$ cat config.mk
export PLATFORM = sky130hd
export DESIGN_NAME = riscv_fetch_fifo_ctrl_flat
export DESIGN_NICKNAME = d
export VERILOG_FILES = /design/src/rtl/riscv_fetch_fifo_ctrl_if.sv /design/src/rtl/riscv_fetch_fifo_ctrl.sv /design/src/flat_wrapper.sv
export SDC_FILE = /design/constraint.sdc
export NUM_CORES = 1
export LEC_CHECK = 0
export CAP_MARGIN = 20
export CELL_PAD_IN_SITES_DETAIL_PLACEMENT = 0
export CELL_PAD_IN_SITES_GLOBAL_PLACEMENT = 2
export CORE_ASPECT_RATIO = 0.8
export CORE_MARGIN = 3
export CORE_UTILIZATION = 35
export CTS_CLUSTER_SIZE = 10
export DETAILED_ROUTE_END_ITERATION = 10
export PLACE_DENSITY_LB_ADDON = 0.1
export SYNTH_ARGS = -nofsm -noshare
export SYNTH_HDL_FRONTEND = slang
export SYNTH_SLANG_ARGS = --single-unit
$ cat constraint.sdc
create_clock -name clk -period 13.9 [get_ports clk]
set_clock_uncertainty 0.2 [all_clocks]
set_input_delay 2.085 -clock clk [delete_from_list [all_inputs] [get_ports clk]]
set_output_delay 2.085 -clock clk [all_outputs]
set_load 0.1 [all_outputs]
$ cat src/rtl/riscv_fetch_fifo_ctrl_if.sv
// Instruction-memory port of the fetch prefetcher (request/grant, in-order response).
// With DIFT_FETCH_TAG_EN defined, responses also carry a 4-bit tag.
interface riscv_fetch_fifo_ctrl_if;
    logic        instr_req_o;
    logic [31:0] instr_addr_o;
    logic        instr_gnt_i;
    logic        instr_rvalid_i;
    logic [31:0] instr_rdata_i;
`ifdef DIFT_FETCH_TAG_EN
    logic [3:0]  instr_rtag_i;

    modport master (
        output instr_req_o, instr_addr_o,
        input  instr_gnt_i, instr_rvalid_i, instr_rdata_i, instr_rtag_i
    );
    modport slave (
        input  instr_req_o, instr_addr_o,
        output instr_gnt_i, instr_rvalid_i, instr_rdata_i, instr_rtag_i
    );
`else
    modport master (
        output instr_req_o, instr_addr_o,
        input  instr_gnt_i, instr_rvalid_i, instr_rdata_i
    );
    modport slave (
        input  instr_req_o, instr_addr_o,
        output instr_gnt_i, instr_rvalid_i, instr_rdata_i
    );
`endif
endinterface

$ cat src/rtl/riscv_fetch_fifo_ctrl.sv
// Sequential instruction prefetcher with a small response FIFO and branch flush.
// Optional feature: DIFT_FETCH_TAG_EN adds a per-entry 4-bit response tag (rtag_o).
module riscv_fetch_fifo_ctrl #(
    parameter int DEPTH   = 2,
    parameter int MAX_OUT = 2
) (
    input  logic                           clk,
    input  logic                           rst_n,
    input  logic                           req_i,
    input  logic                           branch_i,
    input  logic [31:0]                    addr_i,
    input  logic                           ready_i,
    output logic                           valid_o,
    output logic [31:0]                    rdata_o,
    output logic [31:0]                    addr_o,
`ifdef DIFT_FETCH_TAG_EN
    output logic [3:0]                     rtag_o,
`endif
    output logic                           busy_o,
    riscv_fetch_fifo_ctrl_if.master        mem
);

    localparam int PTR_W = $clog2(DEPTH);
    localparam int CNT_W = $clog2(DEPTH + 1);
    localparam logic [CNT_W-1:0] MAX_OUT_C = CNT_W'(MAX_OUT);
    localparam logic [CNT_W:0]   DEPTH_C   = (CNT_W + 1)'(DEPTH);

    typedef enum logic [0:0] {IDLE, RUN} state_t;

    state_t            state_q, state_d;
    logic [PTR_W-1:0]  rd_ptr, wr_ptr;
    logic [CNT_W-1:0]  fifo_cnt, out_cnt, out_cnt_d, disc_cnt;
    logic [31:0]       req_addr, next_pc;

    logic [31:0]       data_mem [DEPTH];
    logic [31:0]       pc_mem   [DEPTH];
`ifdef DIFT_FETCH_TAG_EN
    logic [3:0]        tag_mem  [DEPTH];
`endif

    logic        issue, gnt_fire, rsp_acc, rsp_drop, produce;
    logic        fifo_empty, fifo_pop, push;
    logic [31:0] rsp_word;
    logic        unused_addr_bit;

    assign unused_addr_bit = addr_i[0];

    function automatic logic [PTR_W-1:0] ptr_inc(input logic [PTR_W-1:0] p);
        return (p == PTR_W'(DEPTH - 1)) ? '0 : p + 1'b1;
    endfunction

    // Counting in-flight requests together with buffered words keeps every response a home.
    assign issue = (state_q == RUN) && req_i && (out_cnt < MAX_OUT_C)
                 && (({1'b0, fifo_cnt} + {1'b0, out_cnt}) < DEPTH_C);

    assign mem.instr_req_o  = issue;
    assign mem.instr_addr_o = req_addr;
    assign busy_o           = issue || (out_cnt != '0);

    assign gnt_fire   = issue && mem.instr_gnt_i;
    assign rsp_acc    = mem.instr_rvalid_i && (out_cnt != '0);
    assign rsp_drop   = rsp_acc && (disc_cnt != '0);
    assign produce    = rsp_acc && !rsp_drop && !branch_i;
    assign fifo_empty = (fifo_cnt == '0);
    assign fifo_pop   = !fifo_empty && ready_i && !branch_i;
    assign push       = produce && !(fifo_empty && ready_i);
    assign out_cnt_d  = out_cnt + CNT_W'(gnt_fire) - CNT_W'(rsp_acc);

    // A halfword-aligned branch target is the only way next_pc[1] gets set.
    assign rsp_word = next_pc[1] ? {16'h0000, mem.instr_rdata_i[31:16]} : mem.instr_rdata_i;

    // NOTE: every signal written in always_comb gets a default first so no latch is inferred.
    always_comb begin
        state_d = state_q;
        case (state_q)
            IDLE: if (branch_i) state_d = RUN;
            RUN:  if (!branch_i && !req_i && (out_cnt == '0)) state_d = IDLE;
            default: state_d = IDLE;
        endcase
    end

    always_comb begin
        valid_o = 1'b0;
        rdata_o = '0;
        addr_o  = '0;
`ifdef DIFT_FETCH_TAG_EN
        rtag_o  = '0;
`endif
        if (!branch_i) begin
            if (!fifo_empty) begin
                valid_o = 1'b1;
                rdata_o = data_mem[rd_ptr];
                addr_o  = pc_mem[rd_ptr];
`ifdef DIFT_FETCH_TAG_EN
                rtag_o  = tag_mem[rd_ptr];
`endif
            end else if (produce) begin
                valid_o = 1'b1;
                rdata_o = rsp_word;
                addr_o  = next_pc;
`ifdef DIFT_FETCH_TAG_EN
                rtag_o  = mem.instr_rtag_i;
`endif
            end
        end
    end

    // NOTE: sequential state uses non-blocking assignments so all registers update together.
    always_ff @(posedge clk or negedge rst_n) begin
        if (!rst_n) begin
            state_q  <= IDLE;
            rd_ptr   <= '0;
            wr_ptr   <= '0;
            fifo_cnt <= '0;
            out_cnt  <= '0;
            disc_cnt <= '0;
            req_addr <= '0;
            next_pc  <= '0;
        end else begin
            state_q <= state_d;
            out_cnt <= out_cnt_d;

            if (branch_i) begin
                // In-flight requests after this cycle all belong to the old stream.
                disc_cnt <= out_cnt_d;
                req_addr <= {addr_i[31:2], 2'b00};
                next_pc  <= {addr_i[31:1], 1'b0};
                rd_ptr   <= '0;
                wr_ptr   <= '0;
                fifo_cnt <= '0;
            end else begin
                if (rsp_drop) disc_cnt <= disc_cnt - 1'b1;
                if (gnt_fire) req_addr <= req_addr + 32'd4;
                if (produce)  next_pc  <= {next_pc[31:2] + 30'd1, 2'b00};
                if (push)     wr_ptr   <= ptr_inc(wr_ptr);
                if (fifo_pop) rd_ptr   <= ptr_inc(rd_ptr);
                case ({push, fifo_pop})
                    2'b10:   fifo_cnt <= fifo_cnt + 1'b1;
                    2'b01:   fifo_cnt <= fifo_cnt - 1'b1;
                    default: fifo_cnt <= fifo_cnt;
                endcase
            end
        end
    end

    // NOTE: the storage array is not reset; fifo_cnt gates every read of it.
    always_ff @(posedge clk) begin
        if (push) begin
            data_mem[wr_ptr] <= rsp_word;
            pc_mem[wr_ptr]   <= next_pc;
`ifdef DIFT_FETCH_TAG_EN
            tag_mem[wr_ptr]  <= mem.instr_rtag_i;
`endif
        end
    end

endmodule
$ cat src/flat_wrapper.sv
// flat-port wrapper written by rule: the top's interface ports become plain ports
module riscv_fetch_fifo_ctrl_flat 
#(
    parameter int DEPTH   = 2,
    parameter int MAX_OUT = 2
)
  (clk, rst_n, req_i, branch_i, addr_i, ready_i, valid_o, rdata_o, addr_o, busy_o, mem_instr_req_o, mem_instr_addr_o, mem_instr_gnt_i, mem_instr_rvalid_i, mem_instr_rdata_i);
  riscv_fetch_fifo_ctrl_if mem_i ();
  input  logic clk;
  input  logic rst_n;
  input  logic req_i;
  input  logic branch_i;
  input  logic [31:0] addr_i;
  input  logic ready_i;
  output logic valid_o;
  output logic [31:0] rdata_o;
  output logic [31:0] addr_o;
  output logic busy_o;
  output wire logic [$bits(mem_i.instr_req_o)-1:0] mem_instr_req_o;
  output wire logic [$bits(mem_i.instr_addr_o)-1:0] mem_instr_addr_o;
  input wire logic [$bits(mem_i.instr_gnt_i)-1:0] mem_instr_gnt_i;
  input wire logic [$bits(mem_i.instr_rvalid_i)-1:0] mem_instr_rvalid_i;
  input wire logic [$bits(mem_i.instr_rdata_i)-1:0] mem_instr_rdata_i;
  assign mem_instr_req_o = mem_i.instr_req_o;
  assign mem_instr_addr_o = mem_i.instr_addr_o;
  assign mem_i.instr_gnt_i = mem_instr_gnt_i;
  assign mem_i.instr_rvalid_i = mem_instr_rvalid_i;
  assign mem_i.instr_rdata_i = mem_instr_rdata_i;
  riscv_fetch_fifo_ctrl #(.DEPTH(DEPTH), .MAX_OUT(MAX_OUT)) u_core (.clk(clk), .rst_n(rst_n), .req_i(req_i), .branch_i(branch_i), .addr_i(addr_i), .ready_i(ready_i), .valid_o(valid_o), .rdata_o(rdata_o), .addr_o(addr_o), .busy_o(busy_o), .mem(mem_i));
endmodule
==> summary.txt <==
Run status
  • Status: complete, no violations

Critical path
  • Category of the worst setup path capture point: primary output
  • Worst R2R Start: u_core.fifo_cnt[0]
  • Critical Path RT: 11.61 ns
  • Data arrival time of the critical path: 6.53 ns
  • Startpoint type of the worst setup path: primary input
  • Maximum fanout along the worst path: 72
  • Kind of critical path: primary input to primary output
  • R2R depth: 7
  • Reg2reg setup slack: 10.64 ns
  • RR Endpoint: u_core.mem.instr_addr_o[27]

Drt
  • Detailed-route DRC error count: 0
  • Length of the first detailed-routing pass in iterations: 5
  • Average wire per standard cell: 18.3 µm
  • Number of nets with antenna violations after routing: 0
  • Total number of vias: 6,422
  • Vias per cell: 5.01
  • Routed wire length: 23,400 µm
  • Number of violations reported at the end of detailed-routing iteration 0: 294

Layout
  • Most common library cell in the layout ignoring fill and taps: clkdlybuf4s50_1
  • Number of diodes added for antenna fixing: 0
  • Area of the multi-input gates: 3630 µm²
  • Growth of design area from synthesis to finish: 28.2%
  • Sequential cell area: 5540 µm²
  • Most frequent cells in the layout: clkdlybuf4s50_1 (164), edfxtp_1 (126), nand2_1 (82)
  • Number of nets in the layout: 995
  • Fill cell instance count of the final layout: 2,398
  • Layout cell share with drive strength beyond 1: 13.1%

STA
  • Ratio of final minimum period to clock period: 63.4%
  • Maximum achievable frequency: 0.113 GHz
  • Number of hold-slack violations in the final timing report: 0
  • Setup tns final: 0 ns
  • Setup repair after global routing missed its margin: no
  • Slew at the pin closest to its max-slew limit: 1.05 ns
  • Max transition margin: 29.7%
  • Final setup violation count: 0
  • Period minus WS final: 8.81 ns
  • Total count of max-transition violations in the final report: 0

Floorplanning
  • Overall die area: 28,800 µm²
  • Initial cell density of the core: 36.3%
  • Number of primary I/O pins: 170
  • Horizontal extent of the die: 189 µm
  • Die Y-Extent: 152 µm
  • Std-Cell Core Area: 25,800 µm²
  • Rows: 52

Global route
  • Pin count of the biggest net entering global routing: 73
  • Global-route wire length before repair: 37,200 µm
  • Vias in the first global route: 6,568
  • GR Overflow Total: 0
  • Global-route total usage across every layer: 16.2%
  • Antenna violations before repair: 0

CTS
  • Number of sinks handled by clock tree synthesis: 196
  • Level count of the clock H-tree: 4
  • Clock-pin slew on the worst setup and hold paths: 0.07 ns
  • Number of buffers added to fix hold violations after cts: 0
  • TritonCTS clock tree: built
  • Total of cells resized after clock tree synthesis: 0
  • Post-CTS repair timing setup buffer count: 0
  • Num CTS Buffers: 17
  • Insertion delay to the later sink of the worst-skew pair: 0.43 ns
  • Root Buffer Master: clkbuf_16
  • Number of buffers between clock root and the deepest sink: 2

Yosys
  • Yosys reg bits: 196
  • Share of synthesized area spent on multiplexers: 14.5%
  • Unique cell type count in the Yosys netlist: 46
  • Mean cell area of the mapped netlist: 12.3 µm²
  • Post-synthesis simple-gate area fraction: 11.6%
  • Synthesized instance count: 762
  • Sequential element share of the synthesized area: 59.0%
  • Async set-reset flop share out of synthesis: 35.7%
  • Compound-gate portion of the synthesized area: 5.56%
  • XOR/XNOR Fraction of Synth Area: 5.70%
  • Netlist area before placement: 9380 µm²
  • Number of enable-type register cells in the synthesized netlist: 126
  • Adder-cell area share of the yosys netlist: 0.880%
  • Top FF cell, synth: edfxtp_1
  • Main combinational cell family by area after synthesis: multiplexers
  • Number of warnings issued by yosys: 0

Place
  • Placer's final routability congestion estimate: 0.767
  • Port Buffers: 165
  • Final HPWL DP: 15,800 µm

Worst hold path
  • Worst min-delay path startpoint: u_core.state_q
  • Path class of the lowest-slack min-delay path: register to register
  • Hold Crit Endpoint: u_core.state_q
  • Hold path depth: 2

Power
  • Total power: 1.78 mW
  • Peak VDD IR: 0.0870 mV
  • Lkg Pwr: 4.06 nW
  • Ratio of total power to cell area: 148 nW/µm²

Job
  • Max-cap violation count: 0
[power by group]
part,leakage [nW],switching (mW),internal [mW],total (mW)
logic,1.80,0.402,0.160,0.563
registers,1.95,0.0505,0.670,0.721
clock network,0.306,0.215,0.283,0.498
total,4.06,0.668,1.11,1.78
[cells by family after synthesis]
logic type,after synthesis
compound gates,96
xor+xnor,61
fa+ha+maj,6
buf+inv,56
flops,196
mux,128
other cells,1
simple gates,218
[per-stage QoR]
step	setup WS, ns	hold slack, ns	area, µm²	utilization, %	std cells
3_3_place_gp	5.03	0.284	11400	44.0	1248
2_1_floorplan	0.699	0.240	9390	-	764
5_1_grt	4.72	0.330	12000	46.6	1282
3_5_place_dp	5.01	0.298	11400	44.1	1249
6_report	5.09	0.309	12000	46.6	1282
4_1_cts	5.02	0.307	12000	46.5	1281
[critical path: stages]
cell	delay, ns
clkdlybuf4s50_1	0.68
inv_2	0.12
buf_4	0.71
and3_2	1.03
nor2b_1	0.22
buf_4	0.26
nand2_1	0.07
o21ai_0	0.12
clkdlybuf4s50_1	1.19
[layout make-up]
| type | count | area share, % |
|---|---|---|
| clock buffer | 22 | 4.30 |
| clock inverter | 10 | 0.780 |
| inverter | 15 | 0.468 |
| multi-input combinational | 512 | 30.2 |
| sequential | 196 | 46.1 |
| tap | 351 | 3.65 |
| timing repair buffer | 176 | 14.6 |
[registers in the layout, summed over array words and instances, names as in the netlist]
register and cells:
u_core.data_mem 64, u_core.pc_mem 62, u_core.next_pc 31, u_core.mem.instr_addr_o 30
u_core.disc_cnt 2, u_core.fifo_cnt 2, u_core.out_cnt 2, u_core.rd_ptr 1
u_core.state_q 1, u_core.wr_ptr 1
[per-layer routing]
layer	part of all wire, %	global-route usage (%)	up-vias
met2	48	26.3	136
met4	1.0	3.93	0
met1	46	22.3	3203
met5	0	0	-
met3	4.2	3.52	15
li1	-	-	3068
[cells in the mapped netlist (14+ instances only)]
cell / number / area share [%]
edfxtp_1: 126 / 40
clkbuf_1: 24 / 0.96
o21ai_0: 68 / 3.6
mux2i_1: 64 / 6.8
mux2_2: 64 / 7.7
nand4_1: 24 / 1.6
nand2_1: 82 / 3.3
xnor2_1: 50 / 4.7
dfrtp_1: 70 / 19
nor2_1: 28 / 1.1
nand3_1: 30 / 1.6
inv_1: 14 / 0.56
nor2b_1: 20 / 1.3
[worst max path at each step]
stage	start	endpoint	slack [ns]
6_report	branch_i	rdata_o[20]	5.09
3_5_place_dp	branch_i	rdata_o[18]	5.01
4_1_cts	branch_i	rdata_o[18]	5.02
3_3_place_gp	branch_i	rdata_o[18]	5.03
2_1_floorplan	mem_instr_rvalid_i	u_core.data_mem[0][0]	0.70
5_1_grt	branch_i	rdata_o[20]	4.72
Note: power is estimated with default switching activity, not from simulation.
